File: src/rtl/mux_4x1_rr_arbiter_pkg.sv
// Shared definitions for the 4:1 round-robin mux arbiter: state encoding,
// requester count, select width and the rotating-priority pick function.
package mux_4x1_rr_arbiter_pkg;

    localparam int NREQ = 4;
    localparam int SELW = 2;

    typedef enum logic {
        ST_IDLE  = 1'b0,
        ST_GRANT = 1'b1
    } state_t;

    typedef struct packed {
        logic            valid;
        logic [SELW-1:0] idx;
    } pick_t;

    // First set request at or after ptr, wrapping 3->0; bits in excl are skipped.
    // Walks from the farthest offset back so the nearest candidate is kept last.
    function automatic pick_t rr_pick(input logic [NREQ-1:0] r,
                                      input logic [SELW-1:0] ptr,
                                      input logic [NREQ-1:0] excl);
        pick_t           res;
        logic [SELW-1:0] idx;
        res = '0;
        for (int i = NREQ - 1; i >= 0; i--) begin
            idx = ptr + SELW'(i);
            if (r[idx] && !excl[idx]) begin
                res.valid = 1'b1;
                res.idx   = idx;
            end
        end
        return res;
    endfunction

endpackage

File: src/rtl/Mux_4x1.sv
// Existing single-bit 4:1 datapath mux; the arbiter is its only select source.
module Mux_4x1 (
    input  logic [3:0] I,
    input  logic [1:0] S,
    output logic       Y
);

    assign Y = I[S];

endmodule

File: src/rtl/mux_4x1_rr_arbiter.sv
// Round-robin arbiter sharing one 4:1 mux among four requesters.
// Define MUX_ARB_QUANTUM_EN to enable tenure-limited preemption after QUANTUM cycles.
module mux_4x1_rr_arbiter
    import mux_4x1_rr_arbiter_pkg::*;
#(
    parameter int unsigned QUANTUM = 4
) (
    input  logic            clk,
    input  logic            rst_n,
    input  logic [NREQ-1:0] req,
    input  logic [NREQ-1:0] din,
    output logic [NREQ-1:0] gnt,
    output logic [SELW-1:0] sel,
    output logic            busy,
    output logic            dout
);

    if (QUANTUM == 0 || QUANTUM > 16) begin : g_quantum_range
        $error("QUANTUM must be within 1..16");
    end

    state_t          state_reg, state_next;
    logic [NREQ-1:0] gnt_reg,   gnt_next;
    logic [SELW-1:0] sel_reg,   sel_next;
    logic [SELW-1:0] ptr_reg,   ptr_next;
    pick_t           pick_any;
    logic            take;
    logic [SELW-1:0] take_idx;
    logic            mux_y;

`ifdef MUX_ARB_QUANTUM_EN
    localparam int CNTW = 4;
    localparam logic [CNTW-1:0] CNT_LAST = CNTW'(QUANTUM - 1);

    logic [CNTW-1:0] cnt_reg, cnt_next;
    pick_t           pick_other;
`endif

    always_ff @(posedge clk or negedge rst_n) begin
        if (!rst_n) begin
            state_reg <= ST_IDLE;
            gnt_reg   <= '0;
            sel_reg   <= '0;
            ptr_reg   <= '0;
`ifdef MUX_ARB_QUANTUM_EN
            cnt_reg   <= '0;
`endif
        end else begin
            state_reg <= state_next;
            gnt_reg   <= gnt_next;
            sel_reg   <= sel_next;
            ptr_reg   <= ptr_next;
`ifdef MUX_ARB_QUANTUM_EN
            cnt_reg   <= cnt_next;
`endif
        end
    end

    always_comb begin
        state_next = state_reg;
        gnt_next   = gnt_reg;
        sel_next   = sel_reg;
        ptr_next   = ptr_reg;
        take       = 1'b0;
        take_idx   = '0;
        pick_any   = rr_pick(req, ptr_reg, '0);
`ifdef MUX_ARB_QUANTUM_EN
        cnt_next   = cnt_reg;
        // gnt_reg is the one-hot owner, so it doubles as the exclusion mask.
        pick_other = rr_pick(req, ptr_reg, gnt_reg);
`endif

        case (state_reg)
            ST_IDLE: begin
                if (pick_any.valid) begin
                    take     = 1'b1;
                    take_idx = pick_any.idx;
                end
            end
            ST_GRANT: begin
                if (!req[sel_reg]) begin
                    // Release wins over quantum expiry and hands over without a bubble.
                    if (pick_any.valid) begin
                        take     = 1'b1;
                        take_idx = pick_any.idx;
                    end else begin
                        state_next = ST_IDLE;
                        gnt_next   = '0;
                        sel_next   = '0;
`ifdef MUX_ARB_QUANTUM_EN
                        cnt_next   = '0;
`endif
                    end
                end else begin
`ifdef MUX_ARB_QUANTUM_EN
                    if (cnt_reg == CNT_LAST) begin
                        if (pick_other.valid) begin
                            take     = 1'b1;
                            take_idx = pick_other.idx;
                        end else begin
                            cnt_next = '0;
                        end
                    end else begin
                        cnt_next = cnt_reg + CNTW'(1);
                    end
`endif
                end
            end
            default: begin
                state_next = ST_IDLE;
            end
        endcase

        if (take) begin
            state_next = ST_GRANT;
            gnt_next   = NREQ'(1) << take_idx;
            sel_next   = take_idx;
            ptr_next   = take_idx + SELW'(1);
`ifdef MUX_ARB_QUANTUM_EN
            cnt_next   = '0;
`endif
        end
    end

    Mux_4x1 u_mux (
        .I (din),
        .S (sel_reg),
        .Y (mux_y)
    );

    assign gnt  = gnt_reg;
    assign sel  = sel_reg;
    assign busy = (state_reg == ST_GRANT);
    assign dout = mux_y & busy;

endmodule
File: config.mk
export PLATFORM = sky130hd
export DESIGN_NAME = mux_4x1_rr_arbiter
export DESIGN_NICKNAME = d
export VERILOG_FILES = /design/src/rtl/mux_4x1_rr_arbiter_pkg.sv /design/src/rtl/Mux_4x1.sv /design/src/rtl/mux_4x1_rr_arbiter.sv
export SDC_FILE = /design/constraint.sdc
export NUM_CORES = 1
export LEC_CHECK = 0
export BUFFER_PORTS_ARGS = -buffer_cell sky130_fd_sc_hd__buf_2
export CAP_MARGIN = 15
export CORE_MARGIN = 2
export CORE_UTILIZATION = 40
export DETAILED_ROUTE_END_ITERATION = 8
export GPL_ROUTABILITY_DRIVEN = 0
export HOLD_SLACK_MARGIN = 0.12
export PLACE_DENSITY_LB_ADDON = 0.05
export SLEW_MARGIN = 20
export SYNTH_ARGS = -nofsm -noshare
export SYNTH_HDL_FRONTEND = slang
export SYNTH_SLANG_ARGS = --single-unit
File: constraint.sdc
create_clock -name clk -period 3 [get_ports clk]
set_input_delay 0.3 -clock clk [delete_from_list [all_inputs] [get_ports clk]]
set_output_delay 0.3 -clock clk [all_outputs]
set_load 0.01 [all_outputs]
* After elaboration in Yosys (flattened, before gate mapping) *
Index checks and enable logic that the tools add are counted.

storage, ports and cells
  output and inout bits = 8
  input bits = 10
  word-level logic and storage cells = 69
  register bits = 9

cells by class
  reductions and logical operators = 10
  multiplexer cells = 41
  order comparisons = 5
  bitwise logic cells = 2
  add/subtract/negate cells = 4
  eq/ne operators = 2
  shift operators = 1

operators by type and width
  kind                   count
  $bmux W1 S2            10
  $mux W4                4
  $lt A2 B3 Y1 const B   5
  $mux W1                15
  $mux W2                6
  $mux W3                4
  $add A2 B1 Y2 const B  2
  $add A2 B2 Y2 const B  2
  $logic_and A1 B1 Y1    4
  $logic_not A1 Y1       4
  $pmux W2 S2            1
  $shl A1 B2 Y4 const A  1
  $reduce_and A3 Y1      1
  $ne A2 B1 Y1 const B   1
  $ne A2 B2 Y1 const B   1
  $pmux W1 S2            1
  $reduce_bool A2 Y1     1
  $and A1 B1 Y1          1
  $not A1 Y1             1

* Logic depth before layout (Yosys ltp) *
Gate-level depths: netlist of run 1.

  depth after elaboration = 14
  gate-level depth with buffers = 7
  depth with buffers taken out = 7

* Hierarchy *
From an unflattened synthesis of run 1, not the netlist that was laid out.

second synthesis, totals
  cells, all modules = 53
  area, all modules = 615.6 um2

modules (own cells, without submodules)
  module              sequential area each (um2)  area an instance (um2)  times used  cells an instance
  mux_4x1_rr_arbiter  225.2                       593.1                   1           52
  Mux_4x1             0.0                         22.5                    1           1

* Worst setup path before layout of run 1 *
No wires, ideal clock.

  path kind = reg2reg
  start = reg sel_reg[0], in the netlist sel[0]
  end = reg gnt_reg[1], in the netlist gnt[1]
  path buffers = 1
  arrival = 2.064 ns
  data required time = 2.865 ns
  setup slack = 0.801 ns
  period minus slack after synthesis = 2.199 ns
  cell stages (with the launch flop) = 8
  setup time = 0.135 ns
  cells stage by stage = dfrtp_1 -> mux4_2 -> and2_4 -> buf_6 -> or3_1 -> ha_1 -> a22oi_1 -> o21ai_0

on the way
  longest elaborated chain between the ends = 6
  elaborated cells on any way between the ends = 12
  classes of those cells = eq/ne (2); shift (1); mux (7); reduce/logical (2)

ends and longest elaborated chain
  item                                                                  RTL line                  source
  from (decl)                                                           mux_4x1_rr_arbiter.sv:24  logic [SELW-1:0] sel_reg, sel_next;
  from (signal assigned)                                                mux_4x1_rr_arbiter.sv:51  sel_reg <= sel_next;
  $bmux W1 S2 (*)                                                       mux_4x1_rr_arbiter.sv:81  if (!req[sel_reg]) begin
  $mux W1 (not written as such) (*)                                     mux_4x1_rr_arbiter.sv:81
  $mux W1 / $mux W2 (equally long branches)                             mux_4x1_rr_arbiter.sv:81
  $pmux W1 S2 / $pmux W2 S2 (equally long branches)                     mux_4x1_rr_arbiter.sv:73  case (state_reg)
  $ne A2 B2 Y1 (no source line), or another cell as far along           --
  $reduce_and A3 Y1 (no source line) / $mux W4 (equally long branches)  --
  to (signal assigned)                                                  mux_4x1_rr_arbiter.sv:50  gnt_reg <= gnt_next;
  to (decl)                                                             mux_4x1_rr_arbiter.sv:23  logic [NREQ-1:0] gnt_reg, gnt_next;

Every way passes the cells marked *; elsewhere a longest branch is shown, timed or not. The select of a mux whose other input is x is not followed.
A chain may end at the register's enable or synchronous reset.

* Worst setup path after layout of run 1 *
  start = reg sel_reg[0], in the netlist sel[0]
  end = reg gnt_reg[2], in the netlist gnt[2]

The elaborated chain is that of the path after synthesis.

==> flow_summary.yaml, run 1 <==
setup_path:
  timing.critical_path.from_type: "register"
  critPathArrivalTime_ns: 2.38
  critPathMaxStageDelay_ns: 0.57
  cp_max_fo: 5
  end_kind: "register"
  crit_chain: "mux4_2, a21oi_2, and3b_1, inv_1, ha_1, a22oi_1, o21ai_0"
  critPathKind: "register to register"
  ff2ff_setup_slack_ns: 0.75
  cp.required_ns: 3.13
  crit_path_top_delay_cell: "mux4_2"
power:
  powerDensity_mw_per_mm2: 837
  power_uw: 619
  peakVddDrop_uv: 340
  leakagePower_nw: 0.337
timing:
  setup_violations: 0
  clock.fmax_ghz: 0.445
  finClkSkew_ns: 0.00473
  setup_tns_ns: 0
  max_slew.worst_pin.slew_ns: 0.510
  finalCriticalPeriod_ns: 2.25
  rsz0062_at_grt: "false"
  final_max_slew_viol_count: 0
  slew_headroom: 0.657
  min_period_over_period: 0.750
  timing.final.hold_violations: 0
global_route:
  grt_max_degree: 10
  grt_use_total: 0.171
  grt_antenna_before_repair: 0
  overflow: 0
  grt_pass1_vias: 512
  grt_pass1_wl_microns: 2340
finish:
  drive_gt1_frac: 0.329
  largest_reg_flops: 4
  syn_to_final_growth_pct: 21.4
  nets: 91
  diodes: 0
  fin_area_sq_um: 739
cts:
  cts_tree: "yes"
  cts_sinks: 9
  cts-htree-levels: 1
  cts_buffer_depth: 2
  postCtsSetupBuffers: 0
  cts-root-buf: "clkbuf_4"
  clock_latency_ns: 0.26
  cts.clk_slew.worst_paths_ns: 0.06
  cts_buffers: 3
drt:
  first_pass_iters: 4
  drc: 0
  first_iter_violations: 7
  drt_wl_total_microns: 1290
  wl_per_cell_microns: 14.0
  via_per_inst: 5.62
  ant_nets: 0
  vias: 517
die:
  die_w_microns: 43.0
  floorplan.initialDensity: 0.414
  ios: 18
  die_area_sq_mm: 0.00185
  die_h_microns: 43.0
  num_rows: 14
  core_region_area_sq_mm: 0.00147
logic_synthesis:
  ys_ff_latch: 9
  synthDistinctLibCells: 30
  syn_nets: 69
  avgSynthCellArea_sq_um: 11.1
  synthCells: 55
  syn_area_sq_um: 609
  yosysWarnings: 0
  synth.yosys.seq_area_share: 0.370
min_path:
  hp-class: "input pin to asynchronous set/reset pin"
placement:
  dp_hpwl_microns: 1010
  port_buffers: 17
  placed_area_sq_um: 703
outcome:
  status: "finished clean"
flow_run:
  drv_cap: 0
-- cell type report --
| cell class | instances | area [sq um] |
|---|---|---|
| repair buffers | 18 | 95.1 |
| flip-flops and latches | 9 | 225 |
| multi-input cells | 42 | 362 |
| clock buffers | 4 | 26.3 |
| well taps | 16 | 20.0 |
| inverters | 3 | 11.3 |
| fillers | 144 | 732 |
-- per-layer routing --
metal / wire (microns) / global-route usage
met1: 639 / 0.246
met3: 81 / 0.0383
met4: 8 / 0.0727
met2: 557 / 0.245
met5: 0 / 0
-- synthesized netlist by cell type --
library cell | n | area (sq um)
ha_1 | 4 | 50.1
nor3_1 | 2 | 10.0
o21bai_1 | 1 | 7.51
mux2i_1 | 3 | 30.0
dfrtp_1 | 9 | 225
mux4_2 | 1 | 22.5
inv_1 | 3 | 11.3
a211o_1 | 1 | 8.76
a21oi_2 | 1 | 8.76
nand3b_1 | 1 | 7.51
a22o_1 | 2 | 17.5
o21ai_0 | 2 | 10.0
mux2_2 | 1 | 11.3
nor4_4 | 1 | 21.3
buf_6 | 1 | 11.3
or3_1 | 1 | 6.26
a32oi_1 | 1 | 8.76
nor2b_1 | 1 | 6.26
nor3b_1 | 2 | 15.0
nand3_1 | 1 | 5.00
nand4b_1 | 1 | 8.76
and3b_1 | 1 | 8.76
nand2_1 | 2 | 7.51
nor2_1 | 4 | 15.0
and2_4 | 1 | 8.76
a22oi_1 | 2 | 15.0
o221ai_1 | 1 | 8.76
and2_1 | 1 | 6.26
mux4_1 | 1 | 26.3
a21oi_1 | 2 | 10.0
-- metrics by stage --
stage	instances	hold slack, ns	util	worst slack (ns)
finish	92	0.420	0.503	0.751
global route	92	0.450	0.503	0.624
CTS	92	0.416	0.503	0.731
detailed placement	87	0.164	0.478	0.739
global placement	87	0.161	0.478	0.822
floorplan	55	0.00441	-	0.801
-- power breakdown --
| part | internal [mW] | switching, mW | leakage (nW) | total (mW) |
|---|---|---|---|---|
| registers | 0.169 | 0.0519 | 0.110 | 0.221 |
| logic | 0.155 | 0.149 | 0.212 | 0.305 |
| clock network | 0.0512 | 0.0418 | 0.0150 | 0.0930 |
| total | 0.376 | 0.243 | 0.337 | 0.619 |
-- repair_timing --
item / 4_1_cts / 5_1_grt
hold buffers: 1 / 0
setup endpoints to repair: 0 / 0
hold endpoints to repair: 9 / 0
resized for setup: 0 / 0
-- cells in the final DEF (no fill, tap or decap), drive strengths merged, types with 2 or more instances in the layout --
cell,netlist,layout
a21oi,3,3
a22o,2,2
a22oi,2,2
and2,2,2
buf,1,17
clkbuf,0,4
dfrtp,9,9
ha,4,4
inv,3,3
mux2i,3,3
mux4,2,2
nand2,2,2
nor2,4,4
nor3,2,2
nor3b,2,2
o21ai,2,2
-- worst max-delay path, delay by kind of cell (launching register included) --
family | cells | cell delay, ns
mux | 1 | 0.57
compound gates | 3 | 0.51
flops | 1 | 0.44
simple gates | 1 | 0.30
fa+ha+maj | 1 | 0.21
buf+inv | 1 | 0.09
-- logic make-up after synthesis --
family | after synthesis | synth area share
buffers and inverters | 4 | 0.0370
AO/OA/AOI/OAI | 13 | 0.156
adder cells (fa/ha/maj) | 4 | 0.0821
multiplexers | 6 | 0.148
flip-flops | 9 | 0.370
AND/OR/NAND/NOR | 19 | 0.207
-- worst paths after layout --
path | startpoint | endpoint | cells after the start
worst max register to register | sel[0] | gnt[2] | 7
worst max-delay path | sel[0] | gnt[2] | 7
worst min-delay path | rst_n | gnt[1] | 2
max in group asynchronous | rst_n | busy | 2
min in group clk | req[0] | busy | 3
worst min register to register | gnt[0] | gnt[0] | 1
(Power assumes the default switching activity.)
==> inputs of run 2 (changes only) <==
--- a/config.mk
+++ b/config.mk
@@ -5,6 +5,7 @@
 export SDC_FILE = /design/constraint.sdc
 export NUM_CORES = 1
 export LEC_CHECK = 0
+export ABC_AREA = 1
 export BUFFER_PORTS_ARGS = -buffer_cell sky130_fd_sc_hd__buf_2
 export CAP_MARGIN = 15
 export CORE_MARGIN = 2
==> constraint.sdc (replaced) <==
create_clock -name clk -period 1.88 [get_ports clk]
set_input_delay 0.188 -clock clk [delete_from_list [all_inputs] [get_ports clk]]
set_output_delay 0.188 -clock clk [all_outputs]
set_load 0.01 [all_outputs]
==> run 2 against run 1 <==
  * Clock skew is 0.0031 ns lower
  * Largest cell class unchanged
  * Power rose to 3.8 times the previous value
  * First-iteration DRC count increased by 100%
  * Worst hold slack got worse by 0.12 ns
==> flow_summary.yaml, run 2 <==
setup_path:
  cp_max_fo: 6
  ff2ff_path_depth: 13
  cp.required_ns: 2.03
  critPathKind: "register to register"
  ff2ff_setup_slack_ns: 0.05
  critPathArrivalTime_ns: 1.98
  r2r_start: "ptr_reg[0]"
  endpoint: "gnt[2]"
  end_kind: "register"
  r2r-end: "gnt[2]"
  startpoint: "ptr_reg[0]"
  timing.critical_path.from_type: "register"
global_route:
  grt_max_degree: 10
  grt_pass1_wl_microns: 2710
  grt_pass1_vias: 687
  overflow: 0
  grt_use_total: 0.174
  grt_antenna_before_repair: 0
die:
  die_area_sq_mm: 0.00225
  die_h_microns: 47.5
  num_rows: 15
  core_region_area_sq_mm: 0.00175
  floorplan.initialDensity: 0.433
  ios: 18
  die_w_microns: 47.5
logic_synthesis:
  yosys.area.top_type: "dfrtp_1"
  synth_top_area_frac: 0.298
  synthArstFlopShare: 1.00
  yosysWarnings: 0
  synthDistinctLibCells: 21
  synth-edff-count: 0
  synthCells: 109
  syn_area_sq_um: 756
  synth_area_leaders: "dfrtp_1 30%, nand2_1 20%, ha_1 6.6%"
  ys_ff_latch: 9
  avgSynthCellArea_sq_um: 6.93
  synthTopCellsByCount: "41 x nand2_1, 12 x inv_1, 10 x nand3_1"
  ys.flop_type: "dfrtp_1"
  yosysMostFrequentCell: "nand2_1"
  synth.yosys.seq_area_share: 0.298
  syn_nets: 123
timing:
  max_slew.worst_pin.slew_ns: 0.209
  setup_ws_ns: 0.0500
  setup_violations: 0
  setup_tns_ns: 0
  finalCriticalPeriod_ns: 1.83
  clock.fmax_ghz: 0.546
  timing.final.hold_violations: 0
  final_max_slew_viol_count: 0
  slew_headroom: 0.859
  finClkSkew_ns: 0.00162
  min_period_over_period: 0.973
finish:
  largest_reg_flops: 4
  final_common_cell: "nand2_1"
  syn_to_final_growth_pct: 45.2
  n_fill_cell: 162
  nets: 162
  final_util: 0.629
  diodes: 0
  final_cell_mix: "31 x nand2_1, 17 x buf_2, 15 x buf_4, 14 x nand2_2, 9 x inv_1"
  fin_area_sq_mm: 0.00110
  drive_gt1_frac: 0.510
cts:
  cts-htree-levels: 1
  cts.clk_slew.worst_paths_ns: 0.06
  cts-root-buf: "clkbuf_4"
  cts_sinks: 9
  clock_latency_ns: 0.26
  cts_tree: "yes"
  cts_buffers: 3
  cts_buffer_depth: 2
placement:
  dp_slack_ns: -0.0105
  port_buffers: 17
  placed_area_sq_um: 891
  dp_hpwl_microns: 1280
power:
  powerDensity_mw_per_mm2: 2150
  peakVddDrop_uv: 1200
  power_mw: 2.35
  leakagePower_nw: 0.623
drt:
  drc: 0
  first_iter_violations: 14
  vias: 797
  wl_per_cell_microns: 10.5
  drt_wl_total_microns: 1810
  via_per_inst: 4.63
  ant_nets: 0
  first_pass_iters: 4
min_path:
  hp-class: "input pin to asynchronous set/reset pin"
outcome:
  status: "finished clean"
flow_run:
  drv_cap: 0
-- run 2: report_power, final --
group,internal (mW),total (mW),leakage [nW],switching (mW)
sequential,0.286,0.364,0.111,0.0775
clock,0.0816,0.147,0.0150,0.0650
combinational,0.821,1.84,0.498,1.02
total,1.19,2.35,0.623,1.17
-- run 2: cell type report --
cell class	count	area, sq um	area share
clock buffers	4	26.3	0.0239
multi-input cells	83	518	0.472
flip-flops and latches	9	226	0.206
inverters	16	65.1	0.0593
repair buffers	35	230	0.210
well taps	25	31.3	0.0285
-- run 2: cells by family (layout without fill, tap and decap cells) --
logic type               after synthesis  after routing  share of synthesized area
AO/OA/AOI/OAI                         10             10                     0.0960
buffers and inverters                 17             55                      0.101
AND/OR/NAND/NOR                       69             69                      0.439
adder cells (fa/ha/maj)                4              4                     0.0662
flip-flops                             9              9                      0.298
-- run 2: through the flow --
step | hold slack, ns | cells
after floorplan | -0.108 | 109
after global placement | 0.0490 | 154
after detailed placement | 0.0502 | 154
after CTS | 0.305 | 159
after global routing | 0.326 | 172
final | 0.303 | 172
-- run 2: per-layer routing --
layer  routed length, microns  track usage  up-vias
met5                        0            0        -
met3                       82       0.0679        0
met1                      854        0.226      365
li1                         -            -      414
met4                        0       0.0333        0
met2                      870        0.278       18
-- run 2: worst min-delay path by stage --
stage | start | to | cells after the start
6_report | rst_n | gnt[2] | 2
5_1_grt | rst_n | sel[0] | 2
4_1_cts | rst_n | gnt[1] | 2
3_5_place_dp | rst_n | sel[0] | 1
3_3_place_gp | rst_n | sel[0] | 1
2_1_floorplan | rst_n | busy | 0
-- run 2: timing repair --
action | CTS | global route
hold buffers | 1 | 0
cloned | 0 | 0
endpoints found under the hold margin | 9 | 0
gates resized for setup | 1 | 28
pin swaps | 0 | 15
setup endpoints to repair | 1 | 5
buffers inserted | 0 | 13
-- run 2: critical path, stage by stage, from the launching register on --
cell and delay [ns]:
dfrtp_2 0.41, clkinv_4 0.09, buf_6 0.13, nand2_4 0.06
nand2_2 0.07, inv_2 0.07, nor2_4 0.03, buf_4 0.14
a21oi_4 0.18, nand3_4 0.10, buf_4 0.15, ha_1 0.19
nand2_1 0.06, nand2_1 0.04
==> inputs of run 3 (changes only) <==
==> constraint.sdc (replaced) <==
create_clock -name clk -period 1.9 [get_ports clk]
set_input_delay 0.19 -clock clk [delete_from_list [all_inputs] [get_ports clk]]
set_output_delay 0.19 -clock clk [all_outputs]
set_load 0.01 [all_outputs]
==> run 3 against run 2 <==
  * Flip-flop and latch count stayed put
  * Clock skew grew 0.0025 ns
  * Setup slack got worse by 0.0017 ns
  * Global-route usage grew 0.62 points
  * Cell area fell by 3.5%
  * Power is 3.9% lower
  * First-iteration DRC count decreased by 50%
  * Critical path depth decreased by 2
  * Critical endpoint unchanged
  * Highest routed layer is now met4
==> flow_summary.yaml, run 3 (synthesized netlist as in run 2, its figures left out) <==
placement:
  dp_slack_ns: 0.00339
  port_buffers: 17
  placed_area_sq_um: 883
  dp_hpwl_microns: 1340
cts:
  cts-root-buf: "clkbuf_4"
  cts_buffer_depth: 2
  cts_tree: "yes"
  cts_buffers: 3
  cts.clk_slew.worst_paths_ns: 0.07
  clock_latency_ns: 0.26
  cts_sinks: 9
  cts-htree-levels: 1
die:
  num_rows: 15
  die_w_microns: 47.5
  die_area_sq_mm: 0.00225
  die_h_microns: 47.5
  core_region_area_sq_mm: 0.00175
  ios: 18
  floorplan.initialDensity: 0.433
drt:
  first_iter_violations: 7
  first_pass_iters: 4
  ant_nets: 0
  vias: 807
  via_per_inst: 4.72
  wl_per_cell_microns: 11.3
  drt_wl_total_microns: 1940
  drc: 0
timing:
  max_slew.worst_pin.slew_ns: 0.259
  timing.final.hold_violations: 0
  hold_ws_ns: 0.314
  finClkSkew_ns: 0.00407
  slew_headroom: 0.827
  min_period_over_period: 0.975
  final_max_slew_viol_count: 0
  setup_ws_ns: 0.0483
  setup_violations: 0
  setup_tns_ns: 0
  finalCriticalPeriod_ns: 1.85
  clock.fmax_ghz: 0.540
finish:
  multi_input_area_sq_um: 483
  syn_to_final_growth_pct: 40.1
  final_common_cell: "nand2_1"
  drive_gt1_frac: 0.459
  seqCellArea_sq_um: 226
  n_fill_cell: 180
  nets: 161
  diodes: 0
  largest_reg_flops: 4
  final_cell_mix: "38 x nand2_1, 17 x buf_2, 13 x buf_4, 10 x nand2_2"
  fin_area_sq_mm: 0.00106
global_route:
  grt_max_degree: 10
  grt_use_total: 0.181
  overflow: 0
  grt_antenna_before_repair: 0
  grt_pass1_wl_microns: 2780
  grt_pass1_vias: 681
setup_path:
  crit_path_top_delay_cell: "dfrtp_2"
  timing.critical_path.from_type: "register"
  critPathKind: "register to register"
  critPathArrivalTime_ns: 2.00
  cp_top_family: "simple AND/OR/NAND/NOR gates"
  end_kind: "register"
  cp_max_fo: 7
  cp.required_ns: 2.05
  critPathMaxStageDelay_ns: 0.43
  crit_buf_inv: 3
  crit_chain: "buf_6, nand2_1, and2_4, nor2_4, buf_4, a21oi_4, nand3_4, buf_4, ha_1, nand2_1, nand2_1"
  crit_top_cell: "nand2_1"
power:
  power_mw: 2.26
  leakagePower_nw: 0.607
  powerDensity_mw_per_mm2: 2140
  peakVddDrop_uv: 1050
flow_run:
  drv_cap: 0
outcome:
  status: "finished clean"
min_path:
  hp-class: "input pin to asynchronous set/reset pin"
run 3: changes by cell type in the layout (fill, tap and decap cells not counted), sizes merged:
| cell | delta |
|---|---|
| buf | -1 |
run 3: final timing paths:
check                                 from         end  slack (ns)  cells after the start
min in group clk                    req[1]        busy        0.46                      7
worst max register to register  ptr_reg[0]      gnt[2]        0.05                     11
worst min-delay path                 rst_n      sel[0]        0.31                      2
max in group asynchronous            rst_n  ptr_reg[0]        1.39                      2
worst max-delay path            ptr_reg[0]      gnt[2]        0.05                     11
worst min register to register      gnt[0]      gnt[0]        0.50                      2
run 3: power by group:
part / internal, mW / switching, mW / total, mW / leakage, nW
registers: 0.283 / 0.0724 / 0.355 / 0.111
clock network: 0.0811 / 0.0718 / 0.153 / 0.0150
logic: 0.784 / 0.971 / 1.76 / 0.482
run 3: timing repair:
action / 4_1_cts / 5_1_grt
hold buffers: 1 / 0
endpoints found under the setup margin: 1 / 4
pin swaps: 0 / 8
setup buffers: 0 / 13
endpoints found under the hold margin: 9 / 0
resized for setup: 1 / 19
run 3: layout make-up:
class	instances	share of cell area
repair buffers	34	0.214
well taps	25	0.0296
flip-flops and latches	9	0.214
inverters	16	0.0615
clock buffers	4	0.0248
multi-input cells	83	0.456
run 3: layer usage:
metal	vias up	wire length (microns)	GRT usage
li1	409	-	-
met1	372	875	0.221
met2	24	942	0.292
met3	2	98	0.0453
met4	0	19	0.0944
met5	-	0	0
run 3: stage by stage:
step | util | std cells
6_report | 0.606 | 171
5_1_grt | 0.606 | 171
4_1_cts | 0.528 | 158
3_5_place_dp | 0.506 | 153
3_3_place_gp | 0.506 | 153
2_1_floorplan | - | 109
